## src/rtl/vram_blitter.sv

```systemverilog
// vram_blitter: FILL/COPY engine sharing the video RAM CPU port, CPU has priority.
// Define VRAM_BLIT_COPY_EN to build the COPY path; without it COPY completes as len=0.
module vram_blitter (
  input  logic        clk_i,
  input  logic        reset_i,
  input  logic        cpu_chip_select_i,
  input  logic [31:0] cpu_addr_i,
  input  logic [31:0] cpu_write_data_i,
  input  logic [3:0]  cpu_write_mask_i,
  output logic [31:0] cpu_read_data_o,
  input  logic        cmd_valid_i,
  output logic        cmd_ready_o,
  input  logic        cmd_op_i,
  input  logic [11:0] cmd_src_i,
  input  logic [11:0] cmd_dst_i,
  input  logic [12:0] cmd_len_i,
  input  logic [31:0] cmd_fill_i,
  output logic        busy_o,
  output logic        done_o,
  output logic        ram_chip_select_o,
  output logic [31:0] ram_addr_o,
  output logic [31:0] ram_write_data_o,
  output logic [3:0]  ram_write_mask_o,
  input  logic [31:0] ram_read_data_i
);

`ifdef VRAM_BLIT_COPY_EN
  typedef enum logic [2:0] {
    IDLE, FILL, COPY_RD, COPY_CAP, COPY_WR
  } state_t;
`else
  typedef enum logic [2:0] {
    IDLE, FILL
  } state_t;
`endif

  state_t      state_q, state_n;
  logic [11:0] dst_q, dst_n;
  logic [12:0] cnt_q, cnt_n;
  logic [31:0] fill_q, fill_n;
  logic        done_q, done_n;

`ifdef VRAM_BLIT_COPY_EN
  logic [11:0] src_q, src_n;
  logic [31:0] hold_q, hold_n;
`else
  logic        unused_src;
  assign unused_src = ^cmd_src_i;
`endif

  logic        blit_cs;
  logic [3:0]  blit_mask;
  logic [11:0] blit_idx;
  logic [31:0] blit_wdata;
  logic        cpu_busy;

  assign cpu_busy = cpu_chip_select_i;

  // State and datapath registers; reset abandons any operation in flight.
  always_ff @(posedge clk_i or posedge reset_i) begin
    if (reset_i) begin
      state_q <= IDLE;
      dst_q   <= '0;
      cnt_q   <= '0;
      fill_q  <= '0;
      done_q  <= 1'b0;
`ifdef VRAM_BLIT_COPY_EN
      src_q   <= '0;
      hold_q  <= '0;
`endif
    end else begin
      state_q <= state_n;
      dst_q   <= dst_n;
      cnt_q   <= cnt_n;
      fill_q  <= fill_n;
      done_q  <= done_n;
`ifdef VRAM_BLIT_COPY_EN
      src_q   <= src_n;
      hold_q  <= hold_n;
`endif
    end
  end

  // Next-state logic and blitter port request; any CPU access stalls it.
  always_comb begin
    state_n    = state_q;
    dst_n      = dst_q;
    cnt_n      = cnt_q;
    fill_n     = fill_q;
    done_n     = 1'b0;
    blit_cs    = 1'b0;
    blit_mask  = 4'h0;
    blit_idx   = dst_q;
    blit_wdata = fill_q;
`ifdef VRAM_BLIT_COPY_EN
    src_n      = src_q;
    hold_n     = hold_q;
`endif
    unique case (state_q)
      IDLE: begin
        if (cmd_valid_i) begin
          if (cmd_len_i == '0) begin
            done_n = 1'b1;
          end else if (!cmd_op_i) begin
            dst_n   = cmd_dst_i;
            cnt_n   = cmd_len_i;
            fill_n  = cmd_fill_i;
            state_n = FILL;
          end else begin
`ifdef VRAM_BLIT_COPY_EN
            src_n   = cmd_src_i;
            dst_n   = cmd_dst_i;
            cnt_n   = cmd_len_i;
            state_n = COPY_RD;
`else
            done_n  = 1'b1;
`endif
          end
        end
      end
      FILL: begin
        if (!cpu_busy) begin
          blit_cs   = 1'b1;
          blit_mask = 4'hF;
          dst_n     = dst_q + 12'd1;
          cnt_n     = cnt_q - 13'd1;
          if (cnt_q == 13'd1) begin
            state_n = IDLE;
            done_n  = 1'b1;
          end
        end
      end
`ifdef VRAM_BLIT_COPY_EN
      COPY_RD: begin
        blit_idx = src_q;
        if (!cpu_busy) begin
          blit_cs = 1'b1;
          state_n = COPY_CAP;
        end
      end
      COPY_CAP: begin
        hold_n  = ram_read_data_i;
        state_n = COPY_WR;
      end
      COPY_WR: begin
        blit_wdata = hold_q;
        if (!cpu_busy) begin
          blit_cs   = 1'b1;
          blit_mask = 4'hF;
          src_n     = src_q + 12'd1;
          dst_n     = dst_q + 12'd1;
          cnt_n     = cnt_q - 13'd1;
          if (cnt_q == 13'd1) begin
            state_n = IDLE;
            done_n  = 1'b1;
          end else begin
            state_n = COPY_RD;
          end
        end
      end
`endif
      default: state_n = IDLE;
    endcase
  end

  // RAM port mux: CPU passes straight through, otherwise blitter or idle.
  always_comb begin
    if (cpu_busy) begin
      ram_chip_select_o = 1'b1;
      ram_addr_o        = cpu_addr_i;
      ram_write_data_o  = cpu_write_data_i;
      ram_write_mask_o  = cpu_write_mask_i;
    end else begin
      ram_chip_select_o = blit_cs;
      ram_addr_o        = {18'b0, blit_idx, 2'b00};
      ram_write_data_o  = blit_wdata;
      ram_write_mask_o  = blit_mask;
    end
  end

  assign cpu_read_data_o = ram_read_data_i;
  assign cmd_ready_o     = (state_q == IDLE);
  assign busy_o          = (state_q != IDLE);
  assign done_o          = done_q;

endmodule

```

## config.mk

```make
export PLATFORM = sky130hd
export DESIGN_NAME = vram_blitter
export DESIGN_NICKNAME = d
export VERILOG_FILES = /design/src/rtl/vram_blitter.sv
export SDC_FILE = /design/constraint.sdc
export NUM_CORES = 1
export LEC_CHECK = 0
export ABC_CLOCK_PERIOD_IN_PS = 5400
export CAP_MARGIN = 20
export CORE_MARGIN = 3
export CORE_UTILIZATION = 39
export DETAILED_ROUTE_END_ITERATION = 10
export PLACE_DENSITY = 0.94
export SYNTH_ARGS = -nofsm -noshare
export SYNTH_HDL_FRONTEND = slang
export SYNTH_SLANG_ARGS = --single-unit
```

## constraint.sdc

```tcl
create_clock -name clk_i -period 5.4 [get_ports clk_i]
set_input_delay 1.62 -clock clk_i [delete_from_list [all_inputs] [get_ports clk_i]]
set_output_delay 1.62 -clock clk_i [all_outputs]
set_load 0.03 [all_outputs]
```

==> flow_results.org, run 1 <==
** Outcome
- The run finished with clean final reports.

** Clocking
- Clock tree synthesis found a total of 59 sinks.
- The longest clock path from root to sink contains 2 buffers.
- CTS tree :: done
- Buffers inserted during clock tree synthesis total 9.
- The later pin in the worst-skew pair is clocked with a latency of 0.34 ns.
- Post-CTS repair changed the size of 0 cells.
- Number of buffers added for setup after CTS :: 0
- After clock tree synthesis, the clock-pin slew on the worst setup and hold paths is 0.07 ns.
- After clock tree synthesis, the flow added hold-fix buffers numbering 0.
- The cell sitting at the root of the clock tree is a clkbuf_8.
- Max H-tree Level :: 3

** Critical path
- The critical path is of the in -> out type.
- The worst setup path is captured at a primary output.
- Peak per-stage delay on the critical path :: 0.68 ns
- Kind of cell adding the most delay to the critical path :: buffers and inverters
- Element type at the critical path start :: input port
- Along the worst path, the maximum fanout reaches between 70 and 80.
- Critical Path Slowest Stage Cell :: clkdlybuf4s50_1
- Arrival time of data at the critical path endpoint :: 3.05 ns
- Required time of the worst setup path :: 3.78 ns
- Buffers and inverters on the worst path :: 3
- Critical Path, Cell by Cell :: buf_2 -> buf_12 -> nand2b_1 -> nand2_1 -> clkdlybuf4s50_1

** Power
- Proportion of power drawn by the clock network :: 0.226
- Power Internal :: 1.27 mW
- Sequential cell fraction of total power :: 0.369
- VDD sags by at most 0.000158 V.
- Of the total power, the share spent switching nets is 0.357.
- For this design the static power due to leakage is 2.34 nW.
- The share of total power dissipated in combinational logic is 0.405.
- Cell Pwr Density :: approximately 330 nW/um^2
- The analysis attributes to net switching a power of 0.708 mW.

** Floorplanning
- Measured along the y axis, the die boundary spans 107 um.
- For this configuration, the core starts out at a cell density of 0.404.
- Top-level port count :: 278
- Total die area :: 11500 sq um
- Core area :: 9860 sq um
- Overall die width :: between 100 and 150 um
- Site row count :: 36

** STA
- Max transition margin :: 0.359
- Slew at the pin closest to its max-slew limit :: between 0.9 and 1 ns
- Setup repair after global routing left no endpoint under its margin.
- Of the available clock period, the critical path in the final layout requires 0.864.
- Layout Skew :: 0.0126 ns
- Final TNS setup :: 0 ns
- Final setup vio count :: 0
- Final-report hold violation count :: 0
- Fmax :: 214 MHz
- Final min period :: about 4.7 ns
- The number of pins exceeding their max-slew limit in the final report was 0.
- After layout, the worst setup slack is 0.734 ns.

** Cells and area
- The final layout contains slightly above 700 nets.
- After routing the design area is a little over 6000 sq um.
- Share of final-layout standard cells stronger than drive strength 1 :: 0.199
- Most common cell after layout, fill and taps aside :: clkdlybuf4s50_1
- Share of the core filled with cells :: 0.615
- Summing all flip-flop and latch instances after layout gives 1480 sq um.
- Footprint of the multi-input gates :: about 2100 sq um
- Leaving out fill and tap cells, the most frequent cells in the layout are clkdlybuf4s50_1 (200), mux2_2 (75), dfrtp_1 (59), and2_1 (22), nand2_1 (17).
- Antenna diode count :: 0
- Layout area overhead :: 52.4%
- The layout has 794 filler cells.

** Routing
- After detailed routing, the total wire length is 12400 um.
- Iteration-0 DRC count of the detailed router :: 143
- Average detailed-routed wire length per instance :: 18.1 um
- DR pass1 iterations :: 5
- Avg Vias per Cell :: 5.59
- The final route contains 3827 vias.
- For this run, design rule violations remaining after detail routing come to 0.
- Number of nets with antenna violations after routing :: 0

** Synth
- After synthesis the netlist holds a flip-flop and latch count of 59.
- For this run, asynchronously set or reset flops after synthesis account for 1.00.
- Synthesis handed over a netlist of 389 instances.
- Post-synthesis instance area :: 3980 sq um
- Number of flops mapped to enable cells by yosys :: 0
- Sorting the synthesized cells by area gives the leading types as dfrtp_1 (37%), mux2_2 (21%), buf_4 (6.6%).
- Post-Synthesis Mean Instance Area :: ~10 sq um
- In the synthesized netlist the dominant register cell turns out to be dfrtp_1.
- The share of the Yosys chip area taken by registers is 0.371.
- Synth Net Count :: 566
- Cell type contributing the most total cell area after synthesis :: dfrtp_1
- Fraction of post-synthesis cell area in the top cell type by area :: 0.371
- Yosys warnings :: 0
- Yosys mapped the design onto 57 distinct sky130hd cell types.

** Flow run
- Max-cap violations :: 0

** Hold path
- The worst hold path belongs to the class reg -> reg.

** Placed design
- The wire-length estimate of the detail-placed layout is 9260 um.
- Pre-CTS setup slack :: 0.729 ns
- Total of buffers placed on input and output ports :: 201
- Last weighted congestion value of the routability-driven placer :: 0.903
- Once placement finished, the instance area stood at 5850 sq um.

** GRT
- Global-route wire length before repair :: roughly 19000 um
- In the global route stage, overall resource usage came out at 0.211.
- Pin count of the biggest net entering global routing :: 73
- Initial antenna violation count :: 0
- Grt total ovfl :: 0
- Vias in the first global route :: 3955
## flip-flops by register name, indices dropped and copies added, names as in the netlist
signal	flops
blit_idx	12
blit_wdata	32
cnt_q	13
done_o	1
state_q	1
## cells in the mapped netlist (4+ instances only)
cell       n
mux2_2    75
dfrtp_1   59
buf_4     35
and2_1    22
clkbuf_1  17
nand2_1   17
nor2_1    14
nand3_1   10
inv_1      9
nand4_1    8
o22a_1     8
a21oi_1    6
a221oi_1   6
o211ai_1   6
o22ai_1    6
buf_2      5
nor3_1     5
o21ai_0    5
a211oi_1   4
a22oi_1    4
a31oi_1    4
nor4_1     4
## through the flow
stage / power [mW] / instances / hold slack [ns]
after floorplan: 1.24 / 389 / 0.460
after global placement: 1.50 / 669 / 0.486
after detailed placement: 1.54 / 669 / 0.493
after CTS: 1.99 / 685 / 0.510
after global routing: 2.09 / 685 / 0.529
final: 1.98 / 685 / 0.507
## path summary, 6_finish.rpt
| check | start | to | slack [ns] | cells past startpoint |
|---|---|---|---|---|
| worst max-delay path | cpu_chip_select_i | ram_write_mask_o[0] | 0.73 | 5 |
| worst min-delay path | blit_wdata[1]$_DFFE_PP0P_ | blit_wdata[1]$_DFFE_PP0P_ | 0.51 | 1 |
| worst max register to register | state_q[0]$_DFFE_PP0P_ | cnt_q[4]$_DFFE_PP0P_ | 2.52 | 5 |
| worst min register to register | blit_wdata[1]$_DFFE_PP0P_ | blit_wdata[1]$_DFFE_PP0P_ | 0.51 | 1 |
| max in group asynchronous | reset_i | blit_wdata[29]$_DFFE_PP0P_ | 2.82 | 3 |
| min in group asynchronous | reset_i | blit_wdata[18]$_DFFE_PP0P_ | 1.79 | 2 |
## worst register-to-register path: stages, from the launching register on
cell and delay, ns:
dfrtp_1 0.73, nand2b_1 0.37, buf_4 0.25, nand3_1 0.31, o21ai_1 0.86, o22a_1 0.29
## power groups by stage
stage | sequential [mW] | clock [mW] | combinational (mW)
after floorplan | 0.677 | 0 | 0.561
after global placement | 0.722 | 0 | 0.780
after detailed placement | 0.736 | 0 | 0.801
after CTS | 0.729 | 0.457 | 0.807
after global routing | 0.756 | 0.474 | 0.862
final | 0.732 | 0.448 | 0.803
## metal layers
metal / track usage / wire length [um]
met1: 0.250 / 4680
met2: 0.360 / 6300
met5: 0 / 0
met3: 0.0596 / 1180
met4: 0.0813 / 232
## area by class of cell
class / count / area share
multi-input combinational: 260 / 0.347
clock inverter: 6 / 0.0148
sequential: 59 / 0.243
clock buffer: 10 / 0.0210
tap: 133 / 0.0274
timing repair buffer: 207 / 0.340
inverter: 10 / 0.00619
## cells by family after synthesis
family / count (synthesis) / share of synthesized area
AO/OA/AOI/OAI: 80 / 0.156
adder cells (fa/ha/maj): 3 / 0.00943
buffers and inverters: 70 / 0.101
flip-flops: 59 / 0.371
multiplexers: 77 / 0.217
AND/OR/NAND/NOR: 100 / 0.145
(Power assumes the default switching activity.)
==> inputs of run 2 (changes only) <==
--- a/config.mk
+++ b/config.mk
@@ -7,7 +7,7 @@
 export LEC_CHECK = 0
 export ABC_CLOCK_PERIOD_IN_PS = 5400
 export CAP_MARGIN = 20
-export CORE_MARGIN = 3
+export CORE_MARGIN = 10
 export CORE_UTILIZATION = 39
 export DETAILED_ROUTE_END_ITERATION = 10
 export PLACE_DENSITY = 0.94
==> flow_results.org, run 2 (synthesized netlist as in run 1, its figures left out) <==
** Hold path
- The worst hold path terminates at blit_wdata[24]$_DFFE_PP0P_.
- The worst hold path begins at blit_wdata[24]$_DFFE_PP0P_.
- Hold depth :: 1 (unchanged)
- Class of the tightest hold or removal check :: reg -> reg

** Power
- The standby leakage power was 2.35 nW (+0.12%).
- The combinational power share came to 0.397 (-0.008).
- The internal power came to 1.33 mW (+4.6%).
- Sw Ratio :: 0.351 (-0.00583)
- Net switching power figure :: 0.722 mW (+1.9%)
- Proportion of power drawn by the clock network :: 0.247 (+0.021)
- Cell Pwr Density :: 337 nW/um^2 (+3.2%)
- Sequential cell fraction of total power :: 0.356 (-0.013)
- Maximum resistive drop on vdd :: 0.000187 V (+18%)

** Clocking
- The clock edge transition at the registers on the reported setup and hold paths came to 0.06 ns (about the same).
- The post-cts gate resize count is 0 (unchanged).
- The number of buffers added by the clock tree synthesis step is 9 (unchanged).
- Deepest clock path buffer count :: 2 (unchanged)
- TritonCTS built the clock tree.
- Max H-tree Level :: 3 (unchanged)
- The setup fix buffers added after clock tree synthesis came to 0 (unchanged).
- The sink count of the clock tree is 59 (unchanged).
- Hold bufs inserted after CTS :: 0 (unchanged)
- CTS placed an instance of clkbuf_8 at the clock tree root.
- Clock network latency to the later pin of the worst-skew pair :: 0.33 ns (about the same)

** STA
- The final hold violation count came to 0 (unchanged).
- RSZ-0062 raised after global routing :: no
- The maximum clock rate was 213 MHz (-0.44%).
- The total of endpoints with negative setup slack in the final report was 0 (unchanged).
- Slew Limit Fails :: 0 (unchanged)
- The worst hold margin was 0.493 ns (-0.0146 ns).
- Final cycle utilization of the critical path :: 0.868 (+0.00378)
- Slew at the pin closest to its max-slew limit :: 1.09 ns (+0.139 ns)
- Layout Skew :: 0.00985 ns (-0.00278 ns)
- The final critical delay including setup and external delays came to 4.69 ns (+0.0204 ns).
- Final TNS setup :: 0 ns (unchanged)
- The max-slew headroom at the worst pin is 0.266 (-0.0931).

** Routing
- Total Routed Length :: 14300 um (+15%)
- The total DRC errors in the routed layout is 0 (unchanged).
- Average detailed-routed wire length per instance :: 20.9 um (+15%)
- Detailed-route via count :: 3799 (-0.73%)
- The total iterations of the first detailed-routing run was 7 (+2).
- Iteration-0 DRC count of the detailed router :: 414 (+190%)
- Avg Vias per Cell :: 5.55 (-0.59%)
- Number of nets with antenna violations after routing :: 0 (unchanged)

** Cells and area
- The share of the core filled with cells in the final layout was 0.618 (+0.00254).
- Compared with the post-synthesis result, the final layout area differs by 53.0%.
- Share of final-layout standard cells stronger than drive strength 1 :: 0.200 (+0.000362)
- Max reg flops :: 32 (unchanged)
- The final non-filler cell total was 684 (-0.15%).
- Antenna diode count :: 0 (unchanged)
- The final net count was 723 (-0.14%).
- In the layout the commonest cells are clkdlybuf4s50_1 (200), mux2_2 (75), dfrtp_1 (59), and2_1 (22), nand2_1 (17).
- Most common cell after layout, fill and taps aside :: clkdlybuf4s50_1

** Critical path
- The startpoint identified for the worst register-to-register timing path is state_q[0]$_DFFE_PP0P_.
- The signal arrival time at the worst endpoint is 3.07 ns (+0.02 ns).
- Critical Path End Type :: primary output
- The highest net fanout along the worst path came to 72 (unchanged).
- Setup slack, reg-to-reg :: 2.62 ns (+0.10 ns)
- Crit. Startpoint :: cpu_chip_select_i
- Required time of the worst setup path :: 3.78 ns (about the same)
- STA classifies the critical path startpoint as an input port.
- RR Endpoint :: blit_idx[3]$_DFFE_PP0P_
- Critical path class :: in -> out
- Worst R2R Path Depth :: 6 (+1)

** Placed design
- The placed instance count was 668 (-0.15%).
- Total of buffers placed on input and output ports :: 201 (unchanged)
- Last weighted congestion value of the routability-driven placer :: 0.903 (about the same)
- The sum of net half-perimeters after detailed placement is 10800 um (+17%).

** GRT
- All-layer global routing usage :: 0.187 (-0.0241)
- Global-route wire length before repair :: 22200 um (+16%)
- Pin count of the biggest net entering global routing :: 73 (unchanged)
- Initial antenna violation count :: 0 (unchanged)
- Vias in the first global route :: 4132 (+4.5%)
- Grt total ovfl :: 0 (unchanged)

** Floorplanning
- Overall die width :: 121 um (+13%)
- The boundary pin count came to 278 (unchanged).
- The area of the die came to 14700 sq um (+28%).
- The y dimension of the die is 121 um (+13%).
- Initial cell density of the core :: 0.404 (unchanged)
- Core area :: 9860 sq um (unchanged)
- Site row count :: 36 (unchanged)

** Outcome
- Status :: complete, no violations

** Flow run
- The max-cap check violation count was 0 (unchanged).
run 2: cell count changes in the layout (fill, tap and decap cells not counted), sizes merged:
cell | before | now
buf | 7 | 6
clkinvlp | 1 | 3
clkinv | 4 | 1
bufinv | 2 | 3
run 2: metrics by stage:
step | cell area (sq um) | power, mW | setup slack [ns]
after global routing | 6090 | 2.16 | 0.650
after floorplan | 3980 | 1.24 | 1.14
final | 6090 | 2.06 | 0.714
after CTS | 6090 | 2.07 | 0.711
after detailed placement | 5840 | 1.54 | 0.713
after global placement | 5840 | 1.51 | 0.753
run 2: how the worst max path moves through the flow:
stage	to	slack [ns]	cells after the start
floorplan	ram_addr_o[10]	1.14	3
global placement	ram_addr_o[2]	0.75	4
detailed placement	ram_write_data_o[25]	0.71	4
CTS	ram_write_data_o[25]	0.71	4
global route	ram_write_mask_o[3]	0.65	5
finish	ram_addr_o[2]	0.71	4
run 2: cell type report:
class	count	area, sq um
Timing Repair Buffer	206	2060
Inverter	10	37.5
Sequential cell	59	1480
Clock buffer	10	138
Clock inverter	6	113
Fill cell	766	3770
Multi-Input combinational cell	260	2110
Tap cell	133	166
run 2: worst max-delay path: stages:
cell,delay [ns]
buf_2,0.11
buf_12,0.30
mux2_2,0.38
clkdlybuf4s50_1,0.62
run 2: per-layer routing:
metal,global-route usage,vias to the layer above,wire [um]
li1,-,1742,-
met1,0.209,1800,5090
met2,0.321,230,7350
met3,0.0745,27,1640
met4,0.0505,0,198
met5,0,-,0
run 2: power groups by stage:
stage / Combinational, mW / Clock, mW / Sequential, mW
finish: 0.816 / 0.508 / 0.732
detailed placement: 0.809 / 0 / 0.733
global route: 0.874 / 0.535 / 0.752
global placement: 0.790 / 0 / 0.719
CTS: 0.820 / 0.518 / 0.728
floorplan: 0.561 / 0 / 0.677
